`config.mk`:
```
export PLATFORM = sky130hd
export DESIGN_NAME = muntjac_fpu_unpack
export DESIGN_NICKNAME = d
export VERILOG_FILES = /design/src/rtl/muntjac_fpu_unpack.sv
export SDC_FILE = /design/constraint.sdc
export NUM_CORES = 1
export LEC_CHECK = 0
export CORE_ASPECT_RATIO = 0.8
export CORE_MARGIN = 1.5
export CORE_UTILIZATION = 47
export DETAILED_ROUTE_END_ITERATION = 10
export PLACE_DENSITY_LB_ADDON = 0.05
export SETUP_SLACK_MARGIN = 0.15
export SYNTH_ARGS = -nofsm -noshare
export SYNTH_HDL_FRONTEND = slang
export SYNTH_SLANG_ARGS = --single-unit
export TNS_END_PERCENT = 5
```
`constraint.sdc`:
```
create_clock -name clk_i -period 3 [get_ports clk_i]
set_input_delay 0.9 -clock clk_i [delete_from_list [all_inputs] [get_ports clk_i]]
set_output_delay 0.9 -clock clk_i [all_outputs]
set_load 0.05 [all_outputs]
```
`src/rtl/muntjac_fpu_unpack.sv`:
```
// muntjac_fpu_unpack
// Converts a packed IEEE-754 word into sign, unbiased signed exponent,
// hidden-bit-free significand and zero/inf/nan flags. Subnormals are
// normalised one bit per cycle, so the result never contains a subnormal.
// One word is held in flight, with valid/ready handshakes on both sides.
//
// Ports:
//   clk_i, rst_i               clock, synchronous active-high reset
//   in_valid_i / in_ready_o    input handshake
//   in_data_i                  packed word {sign, exponent field, fraction}
//   out_valid_o / out_ready_i  output handshake
//   sign_o, exponent_o         sign and unbiased signed exponent
//   significand_o              fraction below the implicit leading 1
//   is_zero_o, is_inf_o, is_nan_o  classification flags
module muntjac_fpu_unpack #(
    parameter int unsigned ExpWidth = 9,
    parameter int unsigned SigWidth = 23
) (
    input  logic                       clk_i,
    input  logic                       rst_i,
    input  logic                       in_valid_i,
    output logic                       in_ready_o,
    input  logic [ExpWidth+SigWidth-1:0] in_data_i,
    output logic                       out_valid_o,
    input  logic                       out_ready_i,
    output logic                       sign_o,
    output logic signed [ExpWidth-1:0] exponent_o,
    output logic [SigWidth-1:0]        significand_o,
    output logic                       is_zero_o,
    output logic                       is_inf_o,
    output logic                       is_nan_o
);

    localparam int W       = ExpWidth + SigWidth;
    localparam int BiasInt = (1 << (ExpWidth - 2)) - 1;

    localparam logic signed [ExpWidth-1:0] ExpBias    = ExpWidth'(BiasInt);
    localparam logic signed [ExpWidth-1:0] ExpSubInit = ExpWidth'(1 - BiasInt);
    localparam logic signed [ExpWidth-1:0] ExpOne     = ExpWidth'(1);

    typedef enum logic [1:0] {
        S_IDLE,
        S_NORM,
        S_DONE
    } state_t;

    state_t r_state;
    state_t w_state_nxt;

    logic                       r_sign;
    logic signed [ExpWidth-1:0] r_exp;
    logic [SigWidth-1:0]        r_sig;
    logic                       r_zero;
    logic                       r_inf;
    logic                       r_nan;

    logic [ExpWidth-2:0] w_exp_fld;
    logic [SigWidth-1:0] w_frac;
    logic                w_exp_zero;
    logic                w_exp_ones;
    logic                w_frac_zero;
    logic                w_is_sub;
    logic                w_accept;

    assign w_exp_fld   = in_data_i[W-2:SigWidth];
    assign w_frac      = in_data_i[SigWidth-1:0];
    assign w_exp_zero  = (w_exp_fld == '0);
    assign w_exp_ones  = (w_exp_fld == '1);
    assign w_frac_zero = (w_frac == '0);
    assign w_is_sub    = w_exp_zero && !w_frac_zero;

    // Only out_ready_i reaches in_ready_o combinationally; this lets DONE
    // hand over to a new word in the same cycle the result is consumed.
    assign in_ready_o  = (r_state == S_IDLE) || ((r_state == S_DONE) && out_ready_i);
    assign w_accept    = in_valid_i && in_ready_o;
    assign out_valid_o = (r_state == S_DONE);

    always_ff @(posedge clk_i) begin
        if (rst_i) begin
            r_state <= S_IDLE;
        end else begin
            r_state <= w_state_nxt;
        end
    end

    always_comb begin
        w_state_nxt = r_state;
        case (r_state)
            S_IDLE: begin
                if (w_accept) begin
                    w_state_nxt = w_is_sub ? S_NORM : S_DONE;
                end
            end
            S_NORM: begin
                // The bit about to be shifted out is the leading 1 that
                // becomes the implicit bit, so normalisation ends here.
                if (r_sig[SigWidth-1]) begin
                    w_state_nxt = S_DONE;
                end
            end
            S_DONE: begin
                if (out_ready_i) begin
                    if (in_valid_i) begin
                        w_state_nxt = w_is_sub ? S_NORM : S_DONE;
                    end else begin
                        w_state_nxt = S_IDLE;
                    end
                end
            end
            default: w_state_nxt = S_IDLE;
        endcase
    end

    always_ff @(posedge clk_i) begin
        if (rst_i) begin
            r_sign <= 1'b0;
            r_exp  <= '0;
            r_sig  <= '0;
            r_zero <= 1'b0;
            r_inf  <= 1'b0;
            r_nan  <= 1'b0;
        end else if (w_accept) begin
            r_sign <= in_data_i[W-1];
            r_zero <= 1'b0;
            r_inf  <= 1'b0;
            r_nan  <= 1'b0;
            if (w_exp_ones) begin
                // Inf and NaN share the all-ones field; NaN keeps its
                // payload (including the quiet bit) in the significand.
                r_exp  <= '0;
                r_sig  <= w_frac;
                r_inf  <= w_frac_zero;
                r_nan  <= !w_frac_zero;
            end else if (w_exp_zero) begin
                // Zero finishes directly; a subnormal starts at the
                // minimum normal exponent and is walked down in NORM.
                r_exp  <= w_frac_zero ? '0 : ExpSubInit;
                r_sig  <= w_frac;
                r_zero <= w_frac_zero;
            end else begin
                r_exp  <= signed'({1'b0, w_exp_fld}) - ExpBias;
                r_sig  <= w_frac;
            end
        end else if (r_state == S_NORM) begin
            r_sig <= {r_sig[SigWidth-2:0], 1'b0};
            r_exp <= r_exp - ExpOne;
        end
    end

    assign sign_o        = r_sign;
    assign exponent_o    = r_exp;
    assign significand_o = r_sig;
    assign is_zero_o     = r_zero;
    assign is_inf_o      = r_inf;
    assign is_nan_o      = r_nan;

endmodule

```
==> results.md, run 1 <==
- Cell Area, Synth: around 2000 µm²
- Post-synth top area share: between 30% and 40%
- Core Region: a little under 4000 µm²
- Max_slew headroom: about 57%
- CP endpoint kind: output port
- Unique masters post-synth: 35
- #FFs+latches synth: 38
- EDFF count, synth: 0
- Crit path time final: around 2.8 ns
- Area contributors post-synth: dfxtp_1 (39%), nand2_1 (10%), a311oi_1 (9.4%)
- Peak Freq: between 0.3 and 0.4 GHz
- Area added between synthesis and finish: 45.60%
- Synth Instances: between 200 and 300
- Initial antenna violation count: 0
- Ys async rst share: 0%
- CP required: approximately 2.1 ns
- GRT overflow: 0
- Deepest clock path buffer count: 2
- Hpwl dp: approximately 4000 µm
- Finished Layout Cells: approximately 390
- Cell area power density: between 400 and 500 nW/µm²
- CP Launch Type: input port
- Worst Reg2Reg Path Length in Cells: 7
- Syn_nets: slightly below 300
- Die area: 4573 µm²
- Top layer in use: met4
- Share of cells above drive strength 1: about 7%
- IO buf count: 73
- Row cnt: 20
- Final nets: 368
- Clock root cell: clkbuf_8
- Final Setup Violations: 0
- Largest net degree at the start of global routing: 40
- Die Wd: approximately 75 µm
- Detailed Routing Iterations Pass 1: 5
- Routed met2 length: roughly 2600 µm
- Initial core utilization: a little over 50%
- Clk slew on worst S/H paths: approximately 0.070 ns
- Final Hold Violating Endpoints: 0
- First-pass GRT wire length: 8873 µm
- Layout Skew: between 0.007 and 0.008 ns
- CP arrival: 1.87 ns
- Setup slack, reg-to-reg: between 1 and 1.5 ns
- Fin Setup TNS: 0 ns
- Clk Latency, worst-skew pair: approximately 0.29 ns
- CTS sink cnt: 38
- Maximum vdd drop: about 0.36 mV
- Reg2reg end: exponent_o[6]
- # IOs: 74
- Outcome: finished clean
- Wire per inst: between 10 and 15 µm
- Leading area contributor after synthesis: dfxtp_1
- Post-synth top cells: nand2_1 (54), dfxtp_1 (38), nor2_1 (38)
- Sequential share of the synthesized area: between 30% and 40%
- Slew Limit Fails: 0
- Vias in the first global route: approximately 1900
- Placer Congestion: 0.8581
- # placed instances: ~380
- Routed Antenna Nets: 0
- Ys flop type: dfxtp_1
- Worst Hold End: sign_o
- Final wirelength: 5734 µm
- Maximum fanout along the worst path: 3
- Drt drc: 0
- Period utilization: roughly 90%
- CP Class: input port to output port
- Met3 routed WL: a little under 500 µm
- ANT cells: 0
- Worst Min Path Start: sign_o
- # H-tree levels: 2
- Warnings, synthesis: 0
- Number of max-cap violations: 0
- M1 WL: between 2000 and 3000 µm
- Mapped Avg Cell Area: approximately 7.6 µm²
- Die height: 60.79 µm
- Hold WC Path Type: flop to flop
- Total track usage: 25.48%
- Worst flop-to-flop path startpoint: exponent_o[0]
- Most common cell in the synthesized netlist: nand2_1
- P_leak: a little over 1 nW
- Inserted Clock Buffers: 5
- Routed vias/inst: 5.660
- Unrepaired setup endpoints after global routing: no
- CTS tree: built
- Actual slew at the worst max-slew pin: roughly 0.64 ns
- Hold Crit Depth: 2
- First DRT Iteration DRCs: between 150 and 200
- Post-CTS Setup Bufs: 0
- Via count: 2179
==> cells in the final DEF (no fill, tap or decap), types with 2 or more instances in the layout <==
cell type / netlist / final
a211oi_1: 3 / 3
a21oi_1: 12 / 12
a221oi_1: 3 / 3
a311oi_1: 21 / 21
a31oi_1: 8 / 8
a32oi_1: 2 / 2
buf_4: 0 / 8
clkbuf_8: 0 / 6
clkdlybuf4s50_1: 0 / 72
dfxtp_1: 38 / 38
ha_1: 3 / 3
inv_1: 5 / 5
nand2_1: 54 / 54
nand2b_1: 3 / 3
nand3_1: 6 / 6
nand4_1: 4 / 4
nor2_1: 38 / 38
nor2b_1: 4 / 2
nor2b_2: 0 / 2
nor3_1: 9 / 9
nor3b_1: 2 / 2
nor4_1: 5 / 5
xnor2_1: 4 / 4
xor2_1: 5 / 5
==> what timing repair did <==
action	in CTS	in global routing
hold buffers	0	0
setup endpoints to repair	1	0
gates resized for setup	1	0
==> state kept, by name, indices dropped and copies added (netlist names) <==
register	count
is_zero_o	1
sign_o	1
significand_o	23
r_state	2
exponent_o	9
is_nan_o	1
is_inf_o	1
==> critical path, stage by stage <==
cell             delay [ns]
clkdlybuf4s50_1        0.45
nand2b_1               0.13
nor2b_2                0.23
buf_12                 0.16
==> cells by family (layout without fill, tap and decap cells) <==
kind of cell | count (synthesis) | count (layout) | share of synthesized area, %
AOI/OAI and AO/OA | 54 | 54 | 20.28
xor gates and xnor gates | 9 | 9 | 4.018
adders and majority gates | 3 | 3 | 1.913
buffers and inverters | 23 | 94 | 4.592
DFF | 38 | 38 | 38.78
and+or+nand+nor | 132 | 132 | 30.42
==> area by class of cell <==
class	count	area, µm²
clock buffer	7	86.33
clock inverter	1	5.005
fill	334	1047
inverter	5	18.77
multi-input combinational	198	1116
sequential	38	760.7
tap	55	68.82
timing repair buffer	81	800.8
==> power breakdown <==
| group | internal, mW | switching, mW | total, mW |
|---|---|---|---|
| clock network | 0.186 | 0.180 | 0.365 |
| registers | 0.541 | 0.0328 | 0.574 |
| logic | 0.156 | 0.244 | 0.400 |
==> stage by stage <==
step | total power [mW] | setup slack [ns] | utilization (%) | cell area (µm²) | hold WS, ns
after floorplan | 0.8195 | 0.3411 | - | 1962 | 0.5168
after global placement | 0.9768 | 0.2035 | 70.77 | 2763 | 0.4459
after detailed placement | 0.9813 | 0.1573 | 70.77 | 2763 | 0.4488
after CTS | 1.340 | 0.2345 | 73.17 | 2856 | 0.4590
after global routing | 1.391 | 0.1896 | 73.17 | 2856 | 0.4726
final | 1.339 | 0.2343 | 73.17 | 2856 | 0.4606
==> worst max-delay path by stage <==
stage	startpoint	to	slack (ns)	cells past startpoint
global route	out_ready_i	in_ready_o	0.19	4
finish	out_ready_i	in_ready_o	0.23	4
global placement	out_ready_i	in_ready_o	0.20	4
floorplan	out_ready_i	in_ready_o	0.34	2
detailed placement	out_ready_i	in_ready_o	0.16	4
CTS	out_ready_i	in_ready_o	0.23	4
==> metal layers <==
layer | up-vias | global-route usage (%)
met5 | - | 0
met4 | 0 | 5.867
met3 | 2 | 5.150
met2 | 98 | 40.71
met1 | 1012 | 35.80
li1 | 1067 | -
Power figures use the tool's default switching activity.
==> run 2: changes to the inputs <==
--- a/config.mk
+++ b/config.mk
@@ -5,10 +5,12 @@
 export SDC_FILE = /design/constraint.sdc
 export NUM_CORES = 1
 export LEC_CHECK = 0
+export ABC_AREA = 1
 export CORE_ASPECT_RATIO = 0.8
-export CORE_MARGIN = 1.5
-export CORE_UTILIZATION = 47
+export CORE_MARGIN = 2
+export CORE_UTILIZATION = 48
 export DETAILED_ROUTE_END_ITERATION = 10
+export GPL_TIMING_DRIVEN = 0
 export PLACE_DENSITY_LB_ADDON = 0.05
 export SETUP_SLACK_MARGIN = 0.15
 export SYNTH_ARGS = -nofsm -noshare
==> results.md, run 2 <==
- XOR/XNOR share of the synthesized area: between 2 and 2.5%
- Commonest non-fill, non-tap cell in the layout: nand2_1
- Clk Latency, worst-skew pair: 0.29 ns
- Maximum fanout along the worst path: 3
- Die height: about 63 µm
- Slew Limit Fails: 0
- Largest family of logic cells by synthesized area: simple AND/OR/NAND/NOR gates
- M1 WL: roughly 2900 µm
- CP arrival: approximately 1.9 ns
- Final Core Density: 71.19%
- P_leak: between 1 and 1.5 nW
- # IOs: 74
- Fin Setup TNS: 0 ns
- Unrepaired setup endpoints after global routing: no
- Sequential share of the synthesized area: 36.36%
- Final wirelength: 5677 µm
- Syn_nets: roughly 360
- Routed met2 length: approximately 2400 µm
- Post-Synth Simple-Gate Area: about 37%
- Multiplexer share of the synthesized area: 0%
- Post-synth top cells: nand2_1 (102), nor2_1 (45), dfxtp_1 (38)
- Crit path time final: roughly 2.8 ns
- Die area: approximately 4900 µm²
- CP required: about 2.1 ns
- Final nets: around 440
- #FFs+latches synth: 38
- ANT cells: 0
- Core Region: 4178 µm²
- Clk slew on worst S/H paths: roughly 0.070 ns
- Post-synth top area share: between 30% and 40%
- IO buf count: 72
- Via count: ~2300
- CP endpoint kind: output port
- Mapped Avg Cell Area: 6.558 µm²
- Period utilization: ~94%
- Deepest clock path buffer count: 2
- Most frequent cells in the layout: nand2_1 (102), clkdlybuf4s50_1 (71), nor2_1 (45)
- Cell area power density: 457.8 nW/µm²
- Drt drc: 0
- Most common cell in the synthesized netlist: nand2_1
- CP Class: input port to output port
- Multi-input logic area: between 1000 and 1500 µm²
- Tot Pwr: about 1.4 mW
- Die Wd: slightly below 80 µm
- Inserted Clock Buffers: 5
- Hold_buf cts: 0
- Actual slew at the worst max-slew pin: approximately 0.54 ns
- Placer Congestion: between 0.8 and 0.9
- Maximum vdd drop: 0.2467 mV
- Met3 routed WL: 370 µm
- Initial core utilization: between 50% and 60%
- Area contributors post-synth: dfxtp_1 (36%), nand2_1 (18%), nor2_1 (8.1%)
- Routed vias/inst: approximately 5.1
- Final Setup Violations: 0
- # placed instances: 448
- Max FFs per register: 23
- Row cnt: 21
- Detailed Routing Iterations Pass 1: 4
- Ys flop type: dfxtp_1
- CTS sink cnt: 38
- Final Hold Violating Endpoints: 0
- EDFF count, synth: 0
- Post-CTS Setup Bufs: 0
- Compound-Gate Fraction of Synth Area: approximately 14%
- Vias in the first global route: roughly 2100
- Total track usage: between 20% and 30%
- Synth Area in Adders: under 10%
- Fill cells: about 380
- FF/Latch Area: about 760 µm²
- Number of max-cap violations: 0
- Initial antenna violation count: 0
- Finished Layout Cells: 456
- CTS tree: built
- Cell Area, Synth: roughly 2100 µm²
- Max_slew headroom: 64.15%
- Hpwl dp: approximately 4400 µm
- Unique masters post-synth: 29
- Largest net degree at the start of global routing: 13
- Leading area contributor after synthesis: dfxtp_1
- GRT overflow: 0
- Layout Skew: between 0.01 and 0.015 ns
- Warnings, synthesis: 0
- Hold WC Path Type: flop to flop
- Synth Instances: 319
- Ys async rst share: 0%
- Area added between synthesis and finish: 42.16%
- Clock root cell: clkbuf_8
- Outcome: finished clean
- Routed Antenna Nets: 0
- CP Launch Type: input port
- First-pass GRT wire length: 9673 µm
- # H-tree levels: 2
- Wire per inst: between 10 and 15 µm
- Peak Freq: 0.3556 GHz
- Share of cells above drive strength 1: 7.769%
- Top layer in use: met4
- First DRT Iteration DRCs: 143
-- run 2: cell types whose count changed after synthesis, moves of 6 or more --
cell	delta
a311oi_1	-21
a31oi_1	+15
clkbuf_1	-6
inv_1	+20
nand2_1	+48
nand3_1	+10
nor2_1	+7
o21ai_0	+9
-- run 2: critical path: stages --
cell and delay [ns]:
clkdlybuf4s50_1 0.55, nor2_4 0.08, nor2_1 0.10, buf_2 0.27
-- run 2: layout make-up --
class	instances	share of cell area, %
Buffer	13	2.398
Clock buffer	6	2.777
Clock inverter	2	0.4207
Inverter	29	3.660
Multi-Input combinational cell	239	38.70
Sequential cell	38	25.58
Tap cell	57	2.398
Timing Repair Buffer	72	24.06
-- run 2: repair_timing --
item / CTS / global route
setup endpoints to repair: 1 / 0
endpoints found under the hold margin: 0 / 0
resized for setup: 5 / 0
-- run 2: cell families (layout without fill, tap and decap cells) --
family                   after synthesis  in the layout
AO/OA/AOI/OAI                         50             50
XOR/XNOR                               5              5
adder cells (fa/ha/maj)                3              3
buffers and inverters                 42            122
flip-flops                            38             38
AND/OR/NAND/NOR                      181            181
-- run 2: per-layer routing --
layer	global-route usage [%]	up-vias
met2	37.39	89
met5	0	-
met1	34.41	1049
met3	4.585	4
li1	-	1191
met4	6.027	0
-- run 2: stage by stage --
stage                     instance area (µm²)  setup WS [ns]  hold WS (ns)
after detailed placement                 2884        -0.3667        0.4604
after global routing                     2974         0.1786        0.4916
after CTS                                2974         0.1785        0.4743
after floorplan                          2092         0.5122        0.5824
after global placement                   2884        -0.3755        0.4660
final                                    2974         0.1876        0.4750
-- run 2: final timing paths --
path	start	to	slack (ns)	cells past startpoint
hold reg to reg	is_zero_o	is_zero_o	0.47	2
hold / removal	is_zero_o	is_zero_o	0.47	2
setup reg to reg	r_state[0]	exponent_o[6]	1.50	8
setup / recovery	out_ready_i	in_ready_o	0.19	4
-- run 2: report_power, final --
part           switching (mW)  internal, mW  total [mW]
clock                   0.188         0.185       0.373
combinational           0.257         0.163       0.420
sequential             0.0316         0.538       0.569
total                   0.476         0.886        1.36
